===== config.mk =====
export PLATFORM = sky130hd
export DESIGN_NAME = ld_to_affine
export DESIGN_NICKNAME = d
export VERILOG_FILES = /design/src/rtl/ld2aff_pkg.sv /design/src/rtl/fourbit_MMult.sv /design/src/rtl/fourbit_SQR.sv /design/src/rtl/ld_to_affine.sv
export SDC_FILE = /design/constraint.sdc
export NUM_CORES = 1
export LEC_CHECK = 0
export BUFFER_PORTS_ARGS = -buffer_cell sky130_fd_sc_hd__buf_2
export CORE_ASPECT_RATIO = 1.75
export CORE_UTILIZATION = 39
export DETAILED_ROUTE_END_ITERATION = 10
export GPL_TIMING_DRIVEN = 0
export HOLD_SLACK_MARGIN = 0.02
export SLEW_MARGIN = 10
export SYNTH_ARGS = -nofsm -noshare
export SYNTH_HDL_FRONTEND = slang
export SYNTH_HIERARCHICAL = 1
export SYNTH_SLANG_ARGS = --single-unit

===== constraint.sdc =====
create_clock -name clk -period 5.3 [get_ports clk]
set_clock_uncertainty 0.2 [all_clocks]
set_input_delay 0.53 -clock clk [delete_from_list [all_inputs] [get_ports clk]]
set_output_delay 0.53 -clock clk [all_outputs]
set_load 0.02 [all_outputs]

===== src/rtl/ld2aff_pkg.sv =====
// ld2aff_pkg: shared types, field constants and GF(2^4) helpers for ld_to_affine
package ld2aff_pkg;

    typedef enum logic [3:0] {
        IDLE, INV1, INV2, INV3, INV4, INV5, INVL, MULX, MULY, DONE
    } state_t;

    localparam logic [4:0] FIELD_POLY = 5'b10011;

    // Multiplicative inverse of each field element; entry 0 maps to 0
    localparam logic [3:0] INV_LUT [16] = '{
        4'h0, 4'h1, 4'h9, 4'he, 4'hd, 4'hb, 4'h7, 4'h6,
        4'hf, 4'h2, 4'hc, 4'h5, 4'ha, 4'h4, 4'h3, 4'h8
    };

    // Shift-and-add multiply with reduction by FIELD_POLY on each shift
    function automatic logic [3:0] gf_mul(input logic [3:0] a, input logic [3:0] b);
        logic [3:0] p;
        logic [3:0] aa;
        p  = '0;
        aa = a;
        for (int i = 0; i < 4; i++) begin
            if (b[i]) p = p ^ aa;
            aa = aa[3] ? ({aa[2:0], 1'b0} ^ FIELD_POLY[3:0]) : {aa[2:0], 1'b0};
        end
        return p;
    endfunction

endpackage


===== src/rtl/fourbit_MMult.sv =====
// fourbit_MMult: combinational GF(2^4) multiplier, reduced mod x^4+x+1
module fourbit_MMult
    import ld2aff_pkg::*;
(
    input  logic [3:0] a,
    input  logic [3:0] b,
    output logic [3:0] p
);

    assign p = gf_mul(a, b);

endmodule


===== src/rtl/fourbit_SQR.sv =====
// fourbit_SQR: combinational GF(2^4) squarer, reduced mod x^4+x+1
module fourbit_SQR (
    input  logic [3:0] a,
    output logic [3:0] s
);

    // Squaring is linear: a0 + a1x^2 + a2x^4 + a3x^6 with x^4=x+1, x^6=x^3+x^2
    assign s = {a[3], a[1] ^ a[3], a[2], a[0] ^ a[2]};

endmodule


===== src/rtl/ld_to_affine.sv =====
// ld_to_affine: Lopez-Dahab (X,Y,Z) to affine (X/Z, Y/Z^2) over GF(2^4); LD2AFF_FAST_INV_EN swaps the Z^14 chain for a table lookup
module ld_to_affine
    import ld2aff_pkg::*;
(
    input  logic       clk,
    input  logic       rst_n,
    input  logic       in_valid,
    output logic       in_ready,
    input  logic [3:0] X,
    input  logic [3:0] Y,
    input  logic [3:0] Z,
    output logic       out_valid,
    input  logic       out_ready,
    output logic [3:0] x_aff,
    output logic [3:0] y_aff,
    output logic       inf
);

    state_t     state, nxt;
    logic [3:0] xr, yr, zr, t, t2;
    logic [3:0] ma, mb, mp, sa, sp;
    logic       acc;

    assign acc = in_valid && in_ready;

    // Steer the shared multiplier and squarer to the operands the current step needs
    always_comb begin
        ma = (state == MULX) ? xr : (state == MULY) ? yr : t;
        mb = (state == MULY) ? t2 : (state == MULX) ? t : zr;
        sa = (state == INV1) ? zr : t;
    end

    fourbit_MMult u_mul (.a(ma), .b(mb), .p(mp));
    fourbit_SQR   u_sqr (.a(sa), .s(sp));

    // State register
    always_ff @(posedge clk or negedge rst_n) begin
        if (!rst_n) state <= IDLE;
        else        state <= nxt;
    end

    // Next-state: Z==0 skips straight to DONE as the point at infinity
    always_comb begin
        nxt = state;
        case (state)
            IDLE: if (acc) begin
`ifdef LD2AFF_FAST_INV_EN
                nxt = (Z == 4'd0) ? DONE : INVL;
`else
                nxt = (Z == 4'd0) ? DONE : INV1;
`endif
            end
            INV1: nxt = INV2;
            INV2: nxt = INV3;
            INV3: nxt = INV4;
            INV4: nxt = INV5;
            INV5: nxt = MULX;
            INVL: nxt = MULX;
            MULX: nxt = MULY;
            MULY: nxt = DONE;
            DONE: if (out_ready) nxt = IDLE;
            default: nxt = IDLE;
        endcase
    end

    // Handshake outputs decoded from state only
    always_comb begin
        in_ready  = (state == IDLE);
        out_valid = (state == DONE);
    end

    // Datapath: latch inputs, run the inversion steps, form the affine results
    always_ff @(posedge clk or negedge rst_n) begin
        if (!rst_n) begin
            xr    <= '0;
            yr    <= '0;
            zr    <= '0;
            t     <= '0;
            t2    <= '0;
            x_aff <= '0;
            y_aff <= '0;
            inf   <= 1'b0;
        end else begin
            case (state)
                IDLE: if (acc) begin
                    xr <= X;
                    yr <= Y;
                    zr <= Z;
                    if (Z == 4'd0) begin
                        x_aff <= '0;
                        y_aff <= '0;
                        inf   <= 1'b1;
                    end
                end
                INV1, INV3, INV5: t <= sp;
                INV2, INV4:       t <= mp;
`ifdef LD2AFF_FAST_INV_EN
                INVL: t <= INV_LUT[zr];
`endif
                MULX: begin
                    x_aff <= mp;
                    t2    <= sp;
                end
                MULY: begin
                    y_aff <= mp;
                    inf   <= 1'b0;
                end
                default: ;
            endcase
        end
    end

endmodule

==> flow_summary.json, run 1 <==
{
  "cts_resized": 0,
  "dieArea_sq_um": 5600,
  "hpwlAfterDp_mm": 3.58,
  "cp_common_cell": "buf_2",
  "clk_latency_ns": 0.29,
  "status": "finished with violations",
  "grt-busiest-layer": "met2",
  "cts_htree_levels": 2,
  "maxSlewHeadroom_pct": 46.2,
  "drc": 2,
  "critPathTopFamily": "simple AND/OR/NAND/NOR gates",
  "core-area_sq_um": 5020,
  "cp_max_fo": 10,
  "grt_max_degree": 34,
  "fmax_ghz": 0.282,
  "worst_slew_pin_slew_ns": 0.800,
  "violations": "DRC",
  "critPathBufInv": 4,
  "n_antenna_cell": 0,
  "r2r-end": "t[1]$_DFFE_PN0P_",
  "die_h_um": 98.2,
  "cts_buffers": 5,
  "ys_seq_elements": 33,
  "path_clk_slew_ns": 0.07,
  "drive_above_1_share_pct": 23.1,
  "wl_per_cell_um": 15.6,
  "post_cts_buffers": 0,
  "synth.distinct_cells": 38,
  "antenna_found_initial": 0,
  "met2_usage_pct": 34.6,
  "hp-class": "in2async",
  "yosysTopAreaCell": "dfrtp_1",
  "grt_pass1_vias": 1626,
  "syn_avg_cell_area_sq_um": 9.60,
  "cts_tree": "built",
  "synth_edf_count": 0,
  "worstPathCellList": "buf_2, nor4b_1, buf_2, buf_2, nand2_1, o21ai_0, nand2b_1, o21ai_0, a22oi_1, xor2_1, inv_1, or3_1, a31oi_1",
  "rsz0062_at_grt": "false",
  "ys_async_sr_fraction_pct": 100,
  "gp_congestion": 0.860,
  "finalSetupViolations": 0,
  "finalNetCount": 263,
  "grt_overflow": 0,
  "portBuffers": 25,
  "chipWidth_um": 57,
  "cts_buffer_depth": 2,
  "reg2reg_slack_ns": 1.75,
  "initial_core_util_pct": 41.1,
  "yosysSeqAreaShare_pct": 40.0,
  "path_class": "reg2reg",
  "cp-end-kind": "flip-flop",
  "startpoint_type": "flip-flop",
  "fin_tns_setup_ns": 0,
  "dr.pass1.iters": 7,
  "grt.met1_usage_pct": 19.0,
  "ys_warn_count": 6,
  "via_per_inst": 5.49,
  "via_count": 1651,
  "cp.required_ns": 5.30,
  "netlist_area_sq_um": 2060,
  "clock-sinks": 33,
  "hold_viol": 0,
  "fill_cells": 515,
  "arrival_ns": 3.55,
  "rows": 34,
  "syn_nets": 231,
  "initialDrtViolationCount": 29,
  "synth_flop_cell": "dfrtp_1",
  "grt_pass1_wl_mm": 7.75,
  "cts_root_buf": "clkbuf_8",
  "worst_r2r_startpoint": "state[0]$_DFFE_PN0P_",
  "fin_crit_sh_pct": 66.9,
  "slowest_delay_ns": 0.41,
  "ant_nets": 0,
  "max_cap_viol_count": 0,
  "slew_violations": 0,
  "syn_to_final_growth_pct": 13.5,
  "ios": 27,
  "hold_buffers": 0,
  "synthTopCellsByArea": "dfrtp_1 40%, nand2_1 7.1%, mux2_1 5.5%, mux2_2 4.9%, mux2i_1 4.4%",
  "use_met3_pct": 3.05,
  "grt_usage_pct": 18.2,
  "holdWs_ns": 0.0984,
  "r2r_cells": 13,
  "syn_inst": 215,
  "critPathSlowestCell": "dfrtp_1",
  "yosysTopAreaCellShare_pct": 40.0,
  "wl_mm": 4.69,
  "min_period_ns": 3.55
}
## kinds of logic after synthesis
family | after synthesis | share of synthesized area [%]
compound gates | 44 | 13.3
mux | 28 | 14.7
flops | 33 | 40.0
buf+inv | 26 | 7.03
xor+xnor | 16 | 6.79
simple gates | 68 | 18.1
## placed cells by master (no fill, tap or decap), drive strengths merged, types with 3 or more instances in the layout
| cell type | n |
|---|---|
| a211o | 5 |
| a21oi | 7 |
| a22oi | 6 |
| a31oi | 5 |
| buf | 37 |
| clkbuf | 12 |
| dfrtp | 33 |
| inv | 9 |
| mux2 | 19 |
| mux2i | 9 |
| nand2 | 39 |
| nand2b | 3 |
| nor2 | 5 |
| nor2b | 3 |
| o21ai | 14 |
| o22ai | 5 |
| or3 | 6 |
| xnor2 | 8 |
| xor2 | 8 |
## state kept, by name, summed over array words and instances, names as in the netlist
signal	count
state	4
t2	4
yr	4
y_aff	4
zr	4
inf	1
xr	4
t	4
x_aff	4
## layer usage
| metal | part of all wire (%) | vias to the layer above |
|---|---|---|
| li1 | - | 810 |
| met1 | 39 | 797 |
| met2 | 56 | 36 |
| met3 | 3.5 | 8 |
| met4 | 1.7 | 0 |
| met5 | 0 | - |
## worst reg2reg max path: cells and delay by family, from the launching register on
family	cells	cell delay, ns
AO/OA/AOI/OAI	4	0.82
XOR/XNOR	1	0.22
buffers and inverters	4	0.86
flip-flops	1	0.41
AND/OR/NAND/NOR	4	0.97
## synthesized netlist by cell type (all sizes together), types with 6 or more instances
master and instances:
xnor2 8, dfrtp 33, a22oi 6, inv 9, mux2i 9, mux2 19, or3 6, o21ai 14
xor2 8, a21oi 7, buf 12, nand2 39
## final cells by class
class | instances | area [sq um] | area share (%)
plain buffers | 17 | 111 | 4.75
clock buffers | 7 | 86.3 | 3.68
inverters | 9 | 33.8 | 1.44
multi-input cells | 156 | 1090 | 46.7
flip-flops and latches | 33 | 826 | 35.2
well taps | 54 | 67.6 | 2.88
repair buffers | 25 | 125 | 5.34
## worst max-delay path by stage
stage	from	endpoint	slack (ns)	depth (start not counted)
after CTS	state[0]$_DFFE_PN0P_	t[1]$_DFFE_PN0P_	1.72	13
after floorplan	state[0]$_DFFE_PN0P_	t[3]$_DFFE_PN0P_	2.30	13
after global routing	state[0]$_DFFE_PN0P_	t[2]$_DFFE_PN0P_	1.51	13
final	state[0]$_DFFE_PN0P_	t[1]$_DFFE_PN0P_	1.75	13
after global placement	state[2]$_DFFE_PN0P_	t[1]$_DFFE_PN0P_	1.81	13
after detailed placement	state[0]$_DFFE_PN0P_	t[1]$_DFFE_PN0P_	1.73	13
## through the flow
step	util (%)	instance area, sq um	std cells	setup WS (ns)
after floorplan	-	2060	215	2.30
final	46.7	2340	301	1.75
after detailed placement	45.0	2260	294	1.73
after global placement	45.0	2260	294	1.81
after global routing	46.7	2340	301	1.51
after CTS	46.7	2340	301	1.72
Power of run 1 is left out: the tool's default activity adds up to more than one toggle a clock period on the data nets, which glitch-free logic cannot reach.
==> run 2, diff against run 1 <==
clock period = 3.6 ns   (was 5.3 ns; I/O delays follow)
==> flow_summary.json, run 2 (synthesis results as in run 1) <==
{
  "ios": 27,
  "clock-sinks": 33,
  "fin_tns_setup_ns": 0,
  "grt_max_degree": 34,
  "finalSetupViolations": 0,
  "multi_input_area_sq_um": 1100,
  "grt_overflow": 0,
  "initial_core_util_pct": 41.1,
  "ant_nets": 0,
  "cts_htree_levels": 2,
  "cp.required_ns": 3.60,
  "cts_root_buf": "clkbuf_8",
  "maxSlewHeadroom_pct": 46.1,
  "dr.pass1.iters": 7,
  "hp-class": "in2reg",
  "place_ws_ns": 0.0329,
  "startpoint_type": "flip-flop",
  "antenna_found_initial": 0,
  "clk_latency_ns": 0.29,
  "grt_usage_pct": 18.2,
  "chipWidth_um": 57,
  "violations": "DRC",
  "cp-end-kind": "flip-flop",
  "max_cap_viol_count": 0,
  "initialDrtViolationCount": 41,
  "post_cts_buffers": 0,
  "slew_violations": 0,
  "setup_slack_ns": 0.246,
  "wl_mm": 4.68,
  "n_antenna_cell": 0,
  "rsz0062_at_grt": "false",
  "drive_above_1_share_pct": 24.2,
  "min_period_ns": 3.35,
  "worst_slew_pin_slew_ns": 0.802,
  "cts_buffers": 5,
  "wl_per_cell_um": 15.5,
  "final_cell_mix": "39 x nand2_1, 33 x dfrtp_1, 29 x buf_2",
  "die_h_um": 98.2,
  "path_clk_slew_ns": 0.07,
  "path_class": "reg2reg",
  "drc": 2,
  "gp_congestion": 0.860,
  "layout_commonest_cell": "nand2_1",
  "cp_max_fo": 10,
  "cts_tree": "built",
  "final_cells": 302,
  "syn_to_final_growth_pct": 14.5,
  "grt_pass1_wl_mm": 7.75,
  "finalNetCount": 264,
  "fin_crit_sh_pct": 93.2,
  "cts_buffer_depth": 2,
  "rows": 34,
  "regArea_sq_um": 826,
  "core-area_sq_um": 5020,
  "fill_cells": 511,
  "portBuffers": 25,
  "via_count": 1651,
  "fmax_ghz": 0.298,
  "hold_viol": 0,
  "hpwlAfterDp_mm": 3.58,
  "dpl.cell_count": 294,
  "reg2reg_slack_ns": 0.25,
  "arrival_ns": 3.36,
  "dieArea_sq_um": 5600,
  "status": "finished with violations",
  "grt_pass1_vias": 1626,
  "via_per_inst": 5.47
}
==> run 2: final timing paths <==
check | startpoint | to | cells after the start
max in group asynchronous | rst_n | t2[0]$_DFFE_PN0P_ | 2
hold / removal | X[2] | xr[2]$_DFFE_PN0P_ | 2
hold reg to reg | t2[2]$_DFFE_PN0P_ | t2[2]$_DFFE_PN0P_ | 2
setup reg to reg | state[3]$_DFFE_PN0P_ | t[1]$_DFFE_PN0P_ | 11
setup / recovery | state[3]$_DFFE_PN0P_ | t[1]$_DFFE_PN0P_ | 11
min in group asynchronous | rst_n | y_aff[2]$_DFFE_PN0P_ | 2
==> run 2: cell type report <==
type	count	share of cell area [%]
multi-input combinational	156	46.6
sequential	33	34.9
timing repair buffer	26	5.71
buffer	17	4.87
clock buffer	7	3.65
tap	54	2.86
inverter	9	1.43
==> run 2: repair_timing <==
item,in CTS,in global routing
gates resized for setup,0,9
endpoints found under the setup margin,0,3
hold endpoints to repair,33,0
hold buffers,1,0
==> run 2: per-layer routing <==
metal / part of all wire [%] / GRT usage [%] / up-vias / routed length [um]
li1: - / - / 813 / -
met1: 39 / 19.0 / 790 / 1840
met2: 56 / 34.6 / 40 / 2600
met3: 3.4 / 3.05 / 8 / 161
met4: 1.8 / 7.50 / 0 / 83
met5: 0 / 0 / - / 0
==> run 2: through the flow <==
step | util, % | instance area (sq um) | hold slack, ns
after floorplan | - | 2060 | -0.136
after global placement | 45.0 | 2260 | 0.265
after detailed placement | 45.0 | 2260 | 0.271
after CTS | 46.9 | 2350 | 0.0763
after global routing | 47.1 | 2360 | 0.0766
final | 47.1 | 2360 | 0.0801
==> run 2: critical path, cell delays in order (launching register included) <==
cell and delay (ns):
dfrtp_1 0.50, and4b_1 0.29, clkbuf_1 0.26, clkbuf_2 0.28, nand2_1 0.07, o21ai_1 0.19
mux2_2 0.37, a22oi_1 0.20, xor2_1 0.22, inv_1 0.11, or3_1 0.38, a31oi_1 0.19
Power of run 2 is left out for the same reason.
